===== src/rtl/lot_pkg.sv =====
// Shared types and constants for the parking-lot departure path.
// Covers the FSM state encoding, field widths, key bit positions and lot indices.
package lot_pkg;

  localparam int CAPACITY = 15;
  localparam int CNT_W    = 4;

  localparam int KEY_DIG_LO  = 1;
  localparam int KEY_DIG_HI  = 9;
  localparam int KEY_CONFIRM = 10;
  localparam int KEY_CLEAR   = 11;

  typedef logic [1:0] lot_t;

  localparam lot_t LOT1 = 2'd0;
  localparam lot_t LOT2 = 2'd1;
  localparam lot_t LOT3 = 2'd2;
  localparam lot_t LOT4 = 2'd3;

  typedef enum logic [1:0] {
    IDLE  = 2'd0,
    ENTRY = 2'd1,
    REQ   = 2'd2,
    ERR   = 2'd3
  } state_t;

endpackage


===== src/rtl/lot_release_if.sv =====
// Release handshake toward the occupancy owner: "lot N, k vehicles leave".
interface lot_release_if
  import lot_pkg::*;
();

  logic             rel_valid;
  logic             rel_ready;
  lot_t             rel_lot;
  logic [CNT_W-1:0] rel_amt;

  modport master (output rel_valid, output rel_lot, output rel_amt, input rel_ready);
  modport slave  (input rel_valid, input rel_lot, input rel_amt, output rel_ready);

endinterface


===== src/rtl/lot_key_decode.sv =====
// Combinational decode of lot-select switches (sw1 highest priority) and keypad edges.
module lot_key_decode
  import lot_pkg::*;
(
  input  logic             sw1,
  input  logic             sw2,
  input  logic             sw3,
  input  logic             sw4,
  input  logic [15:0]      key_edge,
  output lot_t             lot,
  output logic             lot_valid,
  output logic [CNT_W-1:0] digit,
  output logic             is_digit,
  output logic             is_confirm,
  output logic             is_clear,
  output logic             multi_hit
);

  logic [10:0] keys;
  logic        any_digit;
  logic        unused_keys;

  assign keys        = key_edge[KEY_CLEAR:KEY_DIG_LO];
  assign unused_keys = ^{key_edge[15:12], key_edge[0]};

  // Clearing the lowest set bit leaves something only if two or more were set.
  assign multi_hit  = |(keys & (keys - 11'd1));
  assign any_digit  = |key_edge[KEY_DIG_HI:KEY_DIG_LO];
  assign is_digit   = any_digit && !multi_hit;
  assign is_confirm = key_edge[KEY_CONFIRM] && !multi_hit;
  assign is_clear   = key_edge[KEY_CLEAR] && !multi_hit;

  always_comb begin
    lot       = LOT1;
    lot_valid = 1'b1;
    if (sw1)      lot = LOT1;
    else if (sw2) lot = LOT2;
    else if (sw3) lot = LOT3;
    else if (sw4) lot = LOT4;
    else          lot_valid = 1'b0;
  end

  always_comb begin
    digit = '0;
    for (int i = KEY_DIG_LO; i <= KEY_DIG_HI; i++) begin
      if (key_edge[i]) digit = CNT_W'(i);
    end
  end

endmodule


===== src/rtl/lot_release.sv =====
// Departure FSM: turns a single-digit keypad entry into a validated release request,
// with an error hold timer and an idle-entry timeout.
module lot_release
  import lot_pkg::*;
#(
  parameter int unsigned ERR_CYCLES     = 50_000_000,
  parameter int unsigned TIMEOUT_CYCLES = 500_000_000
) (
  input  logic             clk,
  input  logic             rst_n,
  input  logic             sw1,
  input  logic             sw2,
  input  logic             sw3,
  input  logic             sw4,
  input  logic [15:0]      key_edge,
  input  logic [CNT_W-1:0] rest1,
  input  logic [CNT_W-1:0] rest2,
  input  logic [CNT_W-1:0] rest3,
  input  logic [CNT_W-1:0] rest4,
  lot_release_if.master    rel,
  output logic [CNT_W-1:0] entry_amt,
  output lot_t             entry_lot,
  output logic             err,
  output logic             busy
);

  lot_t             lot;
  logic             lot_valid;
  logic [CNT_W-1:0] digit;
  logic             is_digit, is_confirm, is_clear, multi_hit;

  lot_key_decode u_dec (
    .sw1        (sw1),
    .sw2        (sw2),
    .sw3        (sw3),
    .sw4        (sw4),
    .key_edge   (key_edge),
    .lot        (lot),
    .lot_valid  (lot_valid),
    .digit      (digit),
    .is_digit   (is_digit),
    .is_confirm (is_confirm),
    .is_clear   (is_clear),
    .multi_hit  (multi_hit)
  );

  state_t           state_q, state_d;
  logic [CNT_W-1:0] entry_amt_q, entry_amt_d;
  lot_t             entry_lot_q, entry_lot_d;
  logic             rel_valid_q, rel_valid_d;
  lot_t             rel_lot_q, rel_lot_d;
  logic [CNT_W-1:0] rel_amt_q, rel_amt_d;
  logic             err_q, err_d;
  logic             busy_q;
  logic [31:0]      tmo_q, tmo_d;
  logic [31:0]      errc_q, errc_d;
  logic [CNT_W-1:0] rest_sel;
  logic             unused_multi;

  assign unused_multi = multi_hit;

  always_comb begin
    case (entry_lot_q)
      LOT1:    rest_sel = rest1;
      LOT2:    rest_sel = rest2;
      LOT3:    rest_sel = rest3;
      default: rest_sel = rest4;
    endcase
  end

  always_comb begin
    state_d     = state_q;
    entry_amt_d = entry_amt_q;
    entry_lot_d = entry_lot_q;
    rel_valid_d = rel_valid_q;
    rel_lot_d   = rel_lot_q;
    rel_amt_d   = rel_amt_q;
    err_d       = err_q;
    tmo_d       = tmo_q;
    errc_d      = errc_q;
    case (state_q)
      IDLE: begin
        if (is_digit && lot_valid) begin
          state_d     = ENTRY;
          entry_lot_d = lot;
          entry_amt_d = digit;
          tmo_d       = '0;
        end
      end
      ENTRY: begin
        // Switch movement away from the latched lot abandons the entry.
        if (!lot_valid || lot != entry_lot_q || is_clear) begin
          state_d     = IDLE;
          entry_amt_d = '0;
        end else if (is_digit) begin
          entry_amt_d = digit;
          tmo_d       = '0;
        end else if (is_confirm) begin
          if (entry_amt_q != '0 && entry_amt_q <= rest_sel) begin
            state_d     = REQ;
            rel_valid_d = 1'b1;
            rel_lot_d   = entry_lot_q;
            rel_amt_d   = entry_amt_q;
          end else begin
            state_d = ERR;
            err_d   = 1'b1;
            errc_d  = '0;
          end
        end else if (tmo_q == 32'(TIMEOUT_CYCLES - 1)) begin
          state_d     = IDLE;
          entry_amt_d = '0;
        end else begin
          tmo_d = tmo_q + 32'd1;
        end
      end
      REQ: begin
        if (rel_valid_q && rel.rel_ready) begin
          state_d     = IDLE;
          rel_valid_d = 1'b0;
          entry_amt_d = '0;
        end
      end
      default: begin
        if (is_clear || errc_q == 32'(ERR_CYCLES - 1)) begin
          state_d     = IDLE;
          err_d       = 1'b0;
          entry_amt_d = '0;
        end else begin
          errc_d = errc_q + 32'd1;
        end
      end
    endcase
  end

  always_ff @(posedge clk or negedge rst_n) begin
    if (!rst_n) begin
      state_q     <= IDLE;
      entry_amt_q <= '0;
      entry_lot_q <= LOT1;
      rel_valid_q <= 1'b0;
      rel_lot_q   <= LOT1;
      rel_amt_q   <= '0;
      err_q       <= 1'b0;
      busy_q      <= 1'b0;
      tmo_q       <= '0;
      errc_q      <= '0;
    end else begin
      state_q     <= state_d;
      entry_amt_q <= entry_amt_d;
      entry_lot_q <= entry_lot_d;
      rel_valid_q <= rel_valid_d;
      rel_lot_q   <= rel_lot_d;
      rel_amt_q   <= rel_amt_d;
      err_q       <= err_d;
      busy_q      <= (state_d != IDLE);
      tmo_q       <= tmo_d;
      errc_q      <= errc_d;
    end
  end

  assign rel.rel_valid = rel_valid_q;
  assign rel.rel_lot   = rel_lot_q;
  assign rel.rel_amt   = rel_amt_q;
  assign entry_amt     = entry_amt_q;
  assign entry_lot     = entry_lot_q;
  assign err           = err_q;
  assign busy          = busy_q;

endmodule


===== src/flat_wrapper.sv =====
// flat-port wrapper written by rule: the top's interface ports become plain ports
module lot_release_flat import lot_pkg::*;
#(
  parameter int unsigned ERR_CYCLES     = 50_000_000,
  parameter int unsigned TIMEOUT_CYCLES = 500_000_000
)
  (clk, rst_n, sw1, sw2, sw3, sw4, key_edge, rest1, rest2, rest3, rest4, entry_amt, entry_lot, err, busy, rel_rel_valid, rel_rel_lot, rel_rel_amt, rel_rel_ready);
  lot_release_if rel_i ();
  input  logic clk;
  input  logic rst_n;
  input  logic sw1;
  input  logic sw2;
  input  logic sw3;
  input  logic sw4;
  input  logic [15:0] key_edge;
  input  logic [CNT_W-1:0] rest1;
  input  logic [CNT_W-1:0] rest2;
  input  logic [CNT_W-1:0] rest3;
  input  logic [CNT_W-1:0] rest4;
  output logic [CNT_W-1:0] entry_amt;
  output lot_t entry_lot;
  output logic err;
  output logic busy;
  output wire logic [$bits(rel_i.rel_valid)-1:0] rel_rel_valid;
  output wire logic [$bits(rel_i.rel_lot)-1:0] rel_rel_lot;
  output wire logic [$bits(rel_i.rel_amt)-1:0] rel_rel_amt;
  input wire logic [$bits(rel_i.rel_ready)-1:0] rel_rel_ready;
  assign rel_rel_valid = rel_i.rel_valid;
  assign rel_rel_lot = rel_i.rel_lot;
  assign rel_rel_amt = rel_i.rel_amt;
  assign rel_i.rel_ready = rel_rel_ready;
  lot_release #(.ERR_CYCLES(ERR_CYCLES), .TIMEOUT_CYCLES(TIMEOUT_CYCLES)) u_core (.clk(clk), .rst_n(rst_n), .sw1(sw1), .sw2(sw2), .sw3(sw3), .sw4(sw4), .key_edge(key_edge), .rest1(rest1), .rest2(rest2), .rest3(rest3), .rest4(rest4), .rel(rel_i), .entry_amt(entry_amt), .entry_lot(entry_lot), .err(err), .busy(busy));
endmodule

===== config.mk =====
export PLATFORM = sky130hd
export DESIGN_NAME = lot_release_flat
export DESIGN_NICKNAME = d
export VERILOG_FILES = /design/src/rtl/lot_pkg.sv /design/src/rtl/lot_release_if.sv /design/src/rtl/lot_key_decode.sv /design/src/rtl/lot_release.sv /design/src/flat_wrapper.sv
export SDC_FILE = /design/constraint.sdc
export NUM_CORES = 1
export LEC_CHECK = 0
export BUFFER_PORTS_ARGS = -buffer_cell sky130_fd_sc_hd__buf_2
export CAP_MARGIN = 20
export CORE_AREA = 2 2 90 92
export CTS_CLUSTER_SIZE = 12
export DETAILED_ROUTE_END_ITERATION = 10
export DIE_AREA = 0 0 92 94
export PLACE_DENSITY = 0.89
export SETUP_SLACK_MARGIN = 0.3
export SLEW_MARGIN = 20
export SYNTH_ARGS = -nofsm -noshare
export SYNTH_HDL_FRONTEND = slang
export SYNTH_HIERARCHICAL = 1
export SYNTH_SLANG_ARGS = --single-unit

===== constraint.sdc =====
create_clock -name clk -period 6.6 [get_ports clk]
set_clock_uncertainty 0.1 [all_clocks]
set_input_delay 1.65 -clock clk [delete_from_list [all_inputs] [get_ports clk]]
set_output_delay 1.65 -clock clk [all_outputs]
set_load 0.02 [all_outputs]

==> out/metrics.csv, run 1 <==
stage;metric;value;unit
status;status;completed;
layout;final core occ;69.3;%
power_and_ir_drop;LEAKAGE;2.33;nW
sta;Slew headroom;31.4;%
detailed_routing;drt first-iter violations;387;
clocking;postcts setup bufs;0;
global_route;first-pass GRT wire length;19200;microns
global_route;largest net degree at the start of global routing;82;
global_route;vias in the first global route;4164;
setup_path;worst path cell trace;buf_2 -> nor3_1 -> nand2_1 -> o32ai_2 -> o211ai_1 -> nor3b_1 -> nand2b_1 -> nand3_1 -> o21ai_1 -> nand2_1 -> o21ai_0 -> o41ai_1;
setup_path;crit path launch type;primary input;
clocking;worst skew pair latency;0.37;ns
layout;post-route cell area;5270;sq um
die;floorplan die width;92;microns
die;height of the die;94;microns
layout;nets;619;
global_route;GRT Overall Usage;27.6;%
power_and_ir_drop;Total Power;1.01;mW
power_and_ir_drop;power density over cell area;193;nW/um^2
clocking;post-CTS sizing;0;
setup_path;Crit. End Element;register;
place;port bufs;48;
layout;Syn-to-layout area delta;11.2;%
power_and_ir_drop;Sequential Power Share;50.4;%
detailed_routing;Routed Antenna Nets;0;
layout;# diodes;0;
setup_path;WS Path Type;primary input to register;
setup_path;reg-to-reg slack, setup;3.43;ns
global_route;grt ovf;0;
power_and_ir_drop;Internal;0.752;mW
detailed_routing;Routed WL per cell;16.7;microns
die;initial core utilization;62.3;%
clocking;H-Tree Level Count;3;
sta;final hold viol count;0;
detailed_routing;Routed WL;11400;microns
power_and_ir_drop;switching power;0.262;mW
detailed_routing;Pre-antenna DRT Iters;5;
detailed_routing;DR DRC count;0;
clocking;TritonCTS Buffers;9;
clocking;post-cts hold buffer count;0;
layout;share of cells above drive strength 1;14.5;%
setup_path;worst-path maximum fanout;21;
power_and_ir_drop;maximum vdd drop;106;uV
setup_path;Slowest-stage cell, CP;nor3b_1;
die;IO Pins;54;
clocking;CTS root buffer;clkbuf_8;
place;gpl congestion;0.932;
sta;final max-slew violation count;0;
sta;Final Cycle Share;78.8;%
sta;setup_tns;0;ns
clocking;maximum buffer depth of the clock tree;2;
yosys;syn nets;577;
power_and_ir_drop;switch share;25.9;%
die;number of core rows;32;
yosys;cell count after synthesis;532;
sta;Worst-Margin Slew;1.02;ns
setup_path;CP dominant cell by count;nand2_1;
setup_path;Arr. time, crit path;5.33;ns
layout;Fill cells;536;
clocking;CTS clk-pin slew, worst paths;0.09;ns
yosys;Mapped Avg Cell Area;8.90;sq um
global_route;antenna violations before repair;0;
clocking;Sink Count;81;
setup_path;CP peak stage delay;0.75;ns
yosys;mapped cell area;4740;sq um
worst_hold_path;Min-Delay Path Class;register to register;
flow_run;number of max-cap violations;0;
setup_path;Critical Path RT;6.73;ns
die;die area;8650;sq um
detailed_routing;total number of vias;4314;
sta;Period minus WS final;5.20;ns
die;Core Region;7610;sq um
place;Post-DP Area;5040;sq um
sta;final setup violation count;0;
power_and_ir_drop;clock power share;41.0;%
clocking;CTS tree;done;
sta;RSZ-0062 raised after global routing;false;
power_and_ir_drop;Gate power share;8.6;%
detailed_routing;Vias/cell;6.33;
place;DP HPWL;7600;microns
sta;Max Fclk;192;MHz
yosys;Ys Warns;6;
[path summary, 6_finish.rpt]
path | to | start | depth (start not counted)
max | u_core/tmo_q[13] | key_edge[2] | 12
min | u_core/rel.rel_amt[3] | u_core/rel.rel_amt[3] | 2
max reg2reg | u_core/tmo_q[12] | u_core/entry_lot[0] | 4
min reg2reg | u_core/rel.rel_amt[3] | u_core/rel.rel_amt[3] | 2
max in group asynchronous | u_core/tmo_q[3] | rst_n | 1
min in group asynchronous | u_core/rel.rel_amt[3] | rst_n | 1
[final cells by class]
type,count,area [sq um],share of cell area (%)
Clock inverter,7,101,1.92
Inverter,21,78.8,1.50
Clock buffer,9,124,2.35
Multi-Input combinational cell,411,2550,48.4
Timing Repair Buffer,50,262,4.96
Tap cell,102,128,2.42
Sequential cell,81,2030,38.5
[critical path, delay by kind of cell]
kind	cells	cell delay, ns
AOI/OAI and AO/OA	5	1.42
buffers and inverters	1	0.12
and+or+nand+nor	6	2.13
[power groups by stage]
stage | Combinational, mW | Sequential [mW] | Clock (mW)
final | 0.0868 | 0.511 | 0.416
after detailed placement | 0.0828 | 0.521 | 0
after CTS | 0.0861 | 0.511 | 0.422
after global placement | 0.0788 | 0.521 | 0
after global routing | 0.0952 | 0.513 | 0.443
after floorplan | 0.0430 | 0.524 | 0
[cells in the final DEF, fill, tap and decap left out, types with 8 or more instances in the layout]
cell	n
nand4_1	21
nor3_1	9
o21ai_0	42
a21oi_1	24
or3_1	16
xnor2_1	8
buf_2	47
inv_1	21
nand2_1	51
clkbuf_8	9
nand3_1	31
xor2_1	23
o31ai_1	15
dfrtp_1	81
and2_1	10
and3_1	9
nor2_1	60
[flip-flops by register name, indices dropped and copies added (netlist names)]
signal	count
u_core/rel.rel_amt	4
u_core/err	1
u_core/rel.rel_valid	1
u_core/state_q	2
u_core/rel.rel_lot	2
u_core/tmo_q	32
u_core/busy	1
u_core/entry_amt	4
u_core/entry_lot	2
u_core/errc_q	32
[metrics by stage]
step	setup WS (ns)	std cells	hold slack (ns)
floorplan	2.24	532	0.338
global placement	1.48	665	0.357
detailed placement	1.24	665	0.370
CTS	1.58	681	0.391
global route	1.18	681	0.423
finish	1.40	681	0.388
[routing by layer]
metal,up-vias,global-route usage (%),part of all wire [%]
met5,-,0,0
met4,0,12.4,2.3
met3,33,4.01,6.6
met2,202,46.5,50
met1,2072,35.6,41
li1,2007,-,-
Power figures use the tool's default switching activity.
==> inputs of run 2 (changes only) <==
--- a/config.mk
+++ b/config.mk
@@ -5,13 +5,14 @@
 export SDC_FILE = /design/constraint.sdc
 export NUM_CORES = 1
 export LEC_CHECK = 0
+export ABC_AREA = 1
 export BUFFER_PORTS_ARGS = -buffer_cell sky130_fd_sc_hd__buf_2
 export CAP_MARGIN = 20
-export CORE_AREA = 2 2 90 92
+export CORE_AREA = 2 2 112 114
 export CTS_CLUSTER_SIZE = 12
 export DETAILED_ROUTE_END_ITERATION = 10
-export DIE_AREA = 0 0 92 94
-export PLACE_DENSITY = 0.89
+export DIE_AREA = 0 0 114 116
+export PLACE_DENSITY = 0.81
 export SETUP_SLACK_MARGIN = 0.3
 export SLEW_MARGIN = 20
 export SYNTH_ARGS = -nofsm -noshare
==> constraint.sdc (replaced) <==
create_clock -name clk -period 4.7 [get_ports clk]
set_clock_uncertainty 0.1 [all_clocks]
set_input_delay 1.175 -clock clk [delete_from_list [all_inputs] [get_ports clk]]
set_output_delay 1.175 -clock clk [all_outputs]
set_load 0.02 [all_outputs]
==> run 2 against run 1 <==
Compared with the run above: setup slack got worse by 0.57 ns; largest cell class unchanged; global-route usage is 2.0 points lower; non-clock buffer count grew 2; sequential share of layout area decreased by 9.6 points; total power is 64% higher.
==> out/metrics.csv, run 2 <==
stage;metric;value;unit;change
layout;multi-input logic area;3860;sq um;+51%
clocking;Sink Count;81;;unchanged
yosys;synthesized flop and latch total;81;;
yosys;Ys Warns;6;;unchanged
power_and_ir_drop;Gate power share;10.2;%;+1.6 points
yosys;mapped cell area;6430;sq um;+36%
yosys;Area contributors post-synth;dfrtp_1, nand2_1, nor2_1;;
setup_path;WS Path Type;primary input to register;;
setup_path;Reg-to-Reg Start;u_core/entry_lot[0];;
die;initial core utilization;54.0;%;-8.2 points
die;IO Pins;54;;unchanged
sta;Max Fclk;258;MHz;
clocking;maximum buffer depth of the clock tree;2;;unchanged
clocking;post-cts hold buffer count;0;;unchanged
layout;Syn-to-layout area delta;9.16;%;
yosys;syn nets;1134;;+97%
detailed_routing;Pre-antenna DRT Iters;5;;unchanged
die;height of the die;116;microns;+23%
setup_path;Crit. End Element;register;;
yosys;most used flip-flop cell after synthesis;dfrtp_1;;
layout;Cell Count, Final, Fillers Out;1276;;+87%
detailed_routing;DR DRC count;0;;unchanged
flow_run;number of max-cap violations;0;;unchanged
clocking;worst skew pair latency;0.35;ns;-0.02 ns
clocking;post-CTS sizing;0;;unchanged
yosys;largest area contributor in the netlist;dfrtp_1;;
clocking;CTS clk-pin slew, worst paths;0.06;ns;-0.03 ns
detailed_routing;drt first-iter violations;486;;+26%
sta;Final Cycle Share;82.4;%;
place;# placed instances;1260;;+89%
yosys;Simple-Gate Fraction of Synth Area;53.1;%;
power_and_ir_drop;clock power share;45.0;%;+4.0 points
layout;commonest non-fill, non-tap cell in the layout;nand2_1;;
clocking;CTS root buffer;clkbuf_16;;
yosys;Post-Synth XOR/XNOR Area;1.36;%;
sta;Slew headroom;49.7;%;+18 points
yosys;Yosys top cell area share;31.5;%;
power_and_ir_drop;maximum vdd drop;170;uV;+60%
clocking;H-Tree Level Count;3;;unchanged
place;Post-DP Area;6700;sq um;+33%
global_route;antenna violations before repair;0;;unchanged
setup_path;reg-to-reg slack, setup;1.76;ns;-1.67 ns
detailed_routing;Routed WL;16000;microns;+41%
setup_path;worst-path maximum fanout;32;;+52%
power_and_ir_drop;switching power;0.445;mW;+70%
sta;Period minus WS final;3.87;ns;
yosys;register area share after synthesis;31.5;%;
status;status;completed;;
worst_hold_path;hold path start;u_core/rel.rel_lot[1];;
layout;# diodes;0;;unchanged
place;DP HPWL;11300;microns;+49%
power_and_ir_drop;LEAKAGE;3.43;nW;+47%
yosys;mux cell area share after synthesis;0;%;
clocking;postcts setup bufs;0;;unchanged
setup_path;Critical Path RT;4.83;ns;-1.90 ns
detailed_routing;Routed Antenna Nets;0;;unchanged
layout;register area;2030;sq um;unchanged
clocking;TritonCTS Buffers;9;;unchanged
place;port bufs;48;;unchanged
sta;final setup violation count;0;;unchanged
detailed_routing;Routed WL per cell;12.6;microns;-25%
yosys;largest family of logic cells by synthesized area;simple AND/OR/NAND/NOR gates;;
sta;Worst-Margin Slew;0.755;ns;-0.266 ns
layout;post-route cell area;7020;sq um;+33%
global_route;largest net degree at the start of global routing;82;;unchanged
die;number of core rows;40;;+25%
layout;Fill cells;1219;;+130%
layout;nets;1169;;+89%
layout;final core occ;59.0;%;-10 points
place;gpl congestion;0.978;;+4.8%
yosys;most frequent cell after synthesis;nand2_1;;
yosys;cell count after synthesis;1089;;+100%
sta;setup_tns;0;ns;unchanged
global_route;GRT Overall Usage;25.6;%;-2.0 points
yosys;post-synthesis async set-or-reset flop share;100;%;
setup_path;CP startpoint;key_edge[3];;
die;floorplan die width;114;microns;+24%
yosys;number of synthesized flops with an enable pin;0;;
power_and_ir_drop;power density over cell area;236;nW/um^2;+23%
die;Core Region;11900;sq um;+57%
detailed_routing;Vias/cell;5.31;;-16%
global_route;first-pass GRT wire length;27600;microns;+44%
sta;RSZ-0062 raised after global routing;false;;
clocking;CTS tree;done;;
layout;most frequent cells in the layout;nand2_1, nor2_1, nand3_1;;
power_and_ir_drop;Sequential Power Share;44.8;%;-5.6 points
layout;share of cells above drive strength 1;9.74;%;-4.8 points
yosys;Mapped Avg Cell Area;5.91;sq um;-34%
power_and_ir_drop;Internal;1.22;mW;+62%
setup_path;crit path launch type;primary input;;
yosys;Cell variety after synth;38;;
yosys;adder-cell share of the synthesized area;1.17;%;
worst_hold_path;Min-Delay Path Class;register to register;;
setup_path;Arr. time, crit path;4.00;ns;-1.33 ns
layout;Top Registers;u_core/errc_q: 32 flops, u_core/tmo_q: 32 flops;;
yosys;Synth top cells by count;nand2_1, nor2_1, nand3_1;;
global_route;vias in the first global route;5963;;+43%
power_and_ir_drop;switch share;26.8;%;+0.91 points
sta;final hold viol count;0;;unchanged
global_route;grt ovf;0;;unchanged
yosys;Compound-Gate Fraction of Synth Area;4.32;%;
sta;final max-slew violation count;0;;unchanged
die;die area;13200;sq um;+53%
detailed_routing;total number of vias;6778;;+57%
power_and_ir_drop;Total Power;1.66;mW;+64%
## run 2: cell types whose count changed in the layout (fill, tap and decap cells not counted), moves of 10 or more
cell	change
o21ai_0	-22
inv_1	+66
xor2_1	-18
nand3_1	+69
o31ai_1	-15
and2_1	-10
nor2_1	+146
or3_1	-16
a21oi_1	-15
nand2_1	+407
## run 2: path summary, 6_finish.rpt
path	to	depth (start not counted)
worst min-delay path	u_core/rel.rel_lot[1]	2
worst min register to register	u_core/rel.rel_lot[1]	2
worst max-delay path	u_core/errc_q[23]	20
min in group asynchronous	u_core/tmo_q[1]	1
max in group asynchronous	u_core/tmo_q[13]	1
worst max register to register	u_core/errc_q[23]	12
## run 2: layout make-up
class,count,share of cell area (%)
clock inverters,5,0.908
inverters,97,5.18
clock buffers,11,3.60
repair buffers,52,3.94
multi-input cells,883,54.9
flip-flops and latches,81,28.9
well taps,147,2.62
## run 2: cell families after synthesis
family	after synthesis
flops	81
simple gates	821
xor+xnor	10
fa+ha+maj	6
buf+inv	125
compound gates	46
## run 2: worst max-delay path, cell delays in order
cell	delay, ns
buf_2	0.12
inv_1	0.05
nand2_1	0.09
nand2_1	0.06
nand3_1	0.06
nor2_1	0.05
nand2_1	0.05
nor2_1	0.04
nand2_2	0.08
nor2_1	0.04
buf_4	0.19
inv_2	0.40
nand2_2	0.15
inv_2	0.14
nand2_1	0.06
nand3b_4	0.17
nand2_4	0.14
nand3_2	0.57
nand2_1	0.25
nand2_1	0.08
## run 2: layer usage
layer	vias up	global-route usage (%)	part of all wire, %
met4	0	8.70	1.6
met1	3054	36.3	47
met3	19	3.29	7.0
li1	3467	-	-
met5	-	0	0
met2	238	40.8	44
## run 2: power groups by stage
stage / combinational, mW / sequential, mW / clock (mW)
final: 0.169 / 0.744 / 0.748
after global routing: 0.195 / 0.747 / 0.790
after CTS: 0.170 / 0.743 / 0.760
after detailed placement: 0.169 / 0.756 / 0
after global placement: 0.163 / 0.756 / 0
after floorplan: 0.107 / 0.752 / 0
## run 2: through the flow
stage | hold slack, ns | setup slack [ns]
final | 0.388 | 0.828
after global routing | 0.418 | 0.590
after CTS | 0.394 | 0.904
after detailed placement | 0.378 | 0.560
after global placement | 0.369 | 0.609
after floorplan | 0.364 | 1.53
==> inputs of run 3 (changes only) <==
--- a/config.mk
+++ b/config.mk
@@ -8,11 +8,11 @@
 export ABC_AREA = 1
 export BUFFER_PORTS_ARGS = -buffer_cell sky130_fd_sc_hd__buf_2
 export CAP_MARGIN = 20
-export CORE_AREA = 2 2 112 114
+export CORE_AREA = 2 2 106 108
 export CTS_CLUSTER_SIZE = 12
 export DETAILED_ROUTE_END_ITERATION = 10
-export DIE_AREA = 0 0 114 116
-export PLACE_DENSITY = 0.81
+export DIE_AREA = 0 0 108 110
+export PLACE_DENSITY = 0.85
 export SETUP_SLACK_MARGIN = 0.3
 export SLEW_MARGIN = 20
 export SYNTH_ARGS = -nofsm -noshare
==> constraint.sdc (replaced) <==
create_clock -name clk -period 3.85 [get_ports clk]
set_clock_uncertainty 0.1 [all_clocks]
set_input_delay 0.9625 -clock clk [delete_from_list [all_inputs] [get_ports clk]]
set_output_delay 0.9625 -clock clk [all_outputs]
set_load 0.02 [all_outputs]
==> run 3 against run 2 <==
Compared with the run above: non-clock buffer count up 1; first-iteration DRC count up 9.9%; largest power group is now registers; largest cell class unchanged; highest routed layer unchanged; clock-buffer cell count down 2; sequential cell count unchanged; utilization up 5.8 points.
==> out/metrics.csv, run 3 (synthesized netlist as in run 2, its figures left out) <==
stage;metric;value;unit;change
status;status;completed;;
power_and_ir_drop;Total Power;1.85;mW;+11%
global_route;first-pass GRT wire length;27600;microns;about the same
clocking;worst skew pair latency;0.38;ns;+0.03 ns
power_and_ir_drop;LEAKAGE;3.39;nW;-1.2%
setup_path;reg-to-reg slack, setup;0.85;ns;-0.91 ns
worst_hold_path;Min-Delay Path Class;register to register;;
setup_path;Crit. End Element;register;;
setup_path;worst path cell trace;buf_2 -> nor2_2 -> nand2_1 -> nor2_2 -> a21oi_1 -> nor2_1 -> nand2_2 -> nor2_1 -> nand2_2 -> inv_2 -> nand2_1 -> nand3b_4 -> nand2_4 -> nand3_2 -> nand2_1 -> nand2_1;;
clocking;post-cts hold buffer count;0;;unchanged
sta;RSZ-0062 raised after global routing;false;;
die;number of core rows;38;;-5.0%
power_and_ir_drop;switching power;0.532;mW;+20%
clocking;CTS root buffer;clkbuf_8;;
setup_path;CP dominant cell by count;nand2_1;;
layout;most frequent cells in the layout;nand2_1, nor2_1, nand3_1;;
setup_path;Critical Path RT;4.02;ns;-0.81 ns
setup_path;reg2reg end;u_core/errc_q[9];;
setup_path;Slowest-stage cell, CP;nand3_2;;
layout;Top Registers;u_core/errc_q: 32 flops, u_core/tmo_q: 32 flops;;
clocking;post-CTS sizing;0;;unchanged
flow_run;number of max-cap violations;0;;unchanged
detailed_routing;drt first-iter violations;534;;+9.9%
detailed_routing;Pre-antenna DRT Iters;5;;unchanged
clocking;CTS tree;done;;
global_route;antenna violations before repair;0;;unchanged
clocking;postcts setup bufs;0;;unchanged
setup_path;worst reg2reg path depth;12;;unchanged
die;initial core utilization;60.2;%;+6.1 points
die;floorplan die width;108;microns;-5.3%
layout;# diodes;0;;unchanged
layout;Fill cells;1036;;-15%
sta;final setup violation count;0;;unchanged
detailed_routing;Vias/cell;5.31;;about the same
setup_path;WS Path Type;primary input to register;;
layout;share of cells above drive strength 1;9.82;%;+0.080 points
clocking;H-Tree Level Count;3;;unchanged
die;Core Region;10700;sq um;-10%
clocking;Sink Count;81;;unchanged
power_and_ir_drop;Sequential Power Share;49.1;%;+4.3 points
power_and_ir_drop;Internal;1.31;mW;+8.1%
layout;Syn-to-layout area delta;7.72;%;
layout;commonest non-fill, non-tap cell in the layout;nand2_1;;
sta;setup_tns;0;ns;unchanged
detailed_routing;Routed WL per cell;12.9;microns;+2.6%
sta;Worst-Margin Slew;0.758;ns;+0.00288 ns
place;gpl congestion;0.926;;-5.3%
setup_path;Reg-to-Reg Start;u_core/entry_lot[1];;
sta;Slew headroom;49.5;%;-0.19 points
detailed_routing;DR DRC count;0;;unchanged
global_route;grt ovf;0;;unchanged
clocking;maximum buffer depth of the clock tree;2;;unchanged
setup_path;Arr. time, crit path;3.34;ns;-0.66 ns
place;DP HPWL;11600;microns;+2.5%
detailed_routing;Routed Antenna Nets;0;;unchanged
detailed_routing;Routed WL;16400;microns;+2.1%
global_route;vias in the first global route;6155;;+3.2%
setup_path;worst-path maximum fanout;32;;unchanged
power_and_ir_drop;switch share;28.8;%;+2.1 points
sta;Max Fclk;316;MHz;
die;die area;11900;sq um;-10%
power_and_ir_drop;Gate power share;11.2;%;+1.0 points
clocking;CTS clk-pin slew, worst paths;0.09;ns;+0.03 ns
power_and_ir_drop;power density over cell area;266;nW/um^2;+13%
setup_path;crit path launch type;primary input;;
place;port bufs;48;;unchanged
sta;final max-slew violation count;0;;unchanged
sta;Period minus WS final;3.17;ns;
worst_hold_path;hold path start;u_core/rel.rel_lot[0];;
clocking;TritonCTS Buffers;9;;unchanged
global_route;largest net degree at the start of global routing;82;;unchanged
sta;Final Cycle Share;82.2;%;
sta;final hold viol count;0;;unchanged
worst_hold_path;WHS Path Cells;2;;unchanged
setup_path;CP peak stage delay;0.55;ns;-0.02 ns
detailed_routing;total number of vias;6746;;-0.47%
power_and_ir_drop;maximum vdd drop;201;uV;+18%
worst_hold_path;WHS Endpoint;u_core/rel.rel_lot[0];;
global_route;GRT Overall Usage;28.8;%;+3.2 points
layout;nets;1170;;+0.086%
die;IO Pins;54;;unchanged
die;height of the die;110;microns;-5.2%
power_and_ir_drop;clock power share;39.7;%;-5.3 points
## run 3: cell types whose count changed in the layout (fill, tap and decap cells not counted)
cell        delta
clkbuf_16      -9
clkbuf_8       +7
clkinv_4       -3
inv_6          +3
buf_4          +1
bufinv_16      +1
clkinvlp_4     +1
## run 3: worst max-delay path by stage
stage | slack [ns] | depth (start not counted) | endpoint | from
finish | 0.68 | 16 | u_core/errc_q[9] | key_edge[2]
global route | 0.33 | 16 | u_core/errc_q[11] | key_edge[5]
CTS | 0.71 | 16 | u_core/errc_q[9] | key_edge[5]
detailed placement | 0.32 | 16 | u_core/errc_q[9] | key_edge[2]
global placement | 0.41 | 16 | u_core/errc_q[7] | key_edge[5]
floorplan | 0.90 | 16 | u_core/tmo_q[4] | key_edge[5]
## run 3: final cells by class
cell class | count | area [sq um] | share of cell area, %
multi-input combinational | 883 | 3860 | 55.6
clock buffer | 9 | 124 | 1.79
timing repair buffer | 53 | 284 | 4.10
tap | 140 | 175 | 2.53
inverter | 97 | 364 | 5.25
sequential | 81 | 2030 | 29.2
clock inverter | 7 | 101 | 1.46
## run 3: metrics by stage
| step | hold WS (ns) | area (sq um) | worst slack [ns] | utilization (%) | cells |
|---|---|---|---|---|---|
| finish | 0.399 | 6930 | 0.684 | 64.8 | 1270 |
| global route | 0.434 | 6930 | 0.335 | 64.8 | 1270 |
| CTS | 0.402 | 6930 | 0.707 | 64.8 | 1270 |
| detailed placement | 0.379 | 6700 | 0.321 | 62.7 | 1254 |
| global placement | 0.368 | 6700 | 0.407 | 62.7 | 1254 |
| floorplan | 0.364 | 6430 | 0.897 | - | 1089 |
## run 3: per-layer routing
metal,wire [microns],share of wire (%),up-vias,global-route usage [%]
met3,1100,6.7,19,3.59
met1,7550,46,3032,40.0
li1,-,-,3458,-
met4,218,1.3,0,11.0
met2,7500,46,237,46.4
met5,0,0,-,0
## run 3: power by group through the flow
stage	sequential [mW]	clock, mW	combinational (mW)
after floorplan	0.918	0	0.131
after global placement	0.922	0	0.198
after detailed placement	0.922	0	0.205
after CTS	0.905	0.738	0.206
after global routing	0.910	0.775	0.238
final	0.907	0.733	0.208
## run 3: worst max-delay path, delay by kind of cell
family          cells  cell delay [ns]
buf+inv             2             0.24
compound gates      1             0.07
simple gates       13             2.04
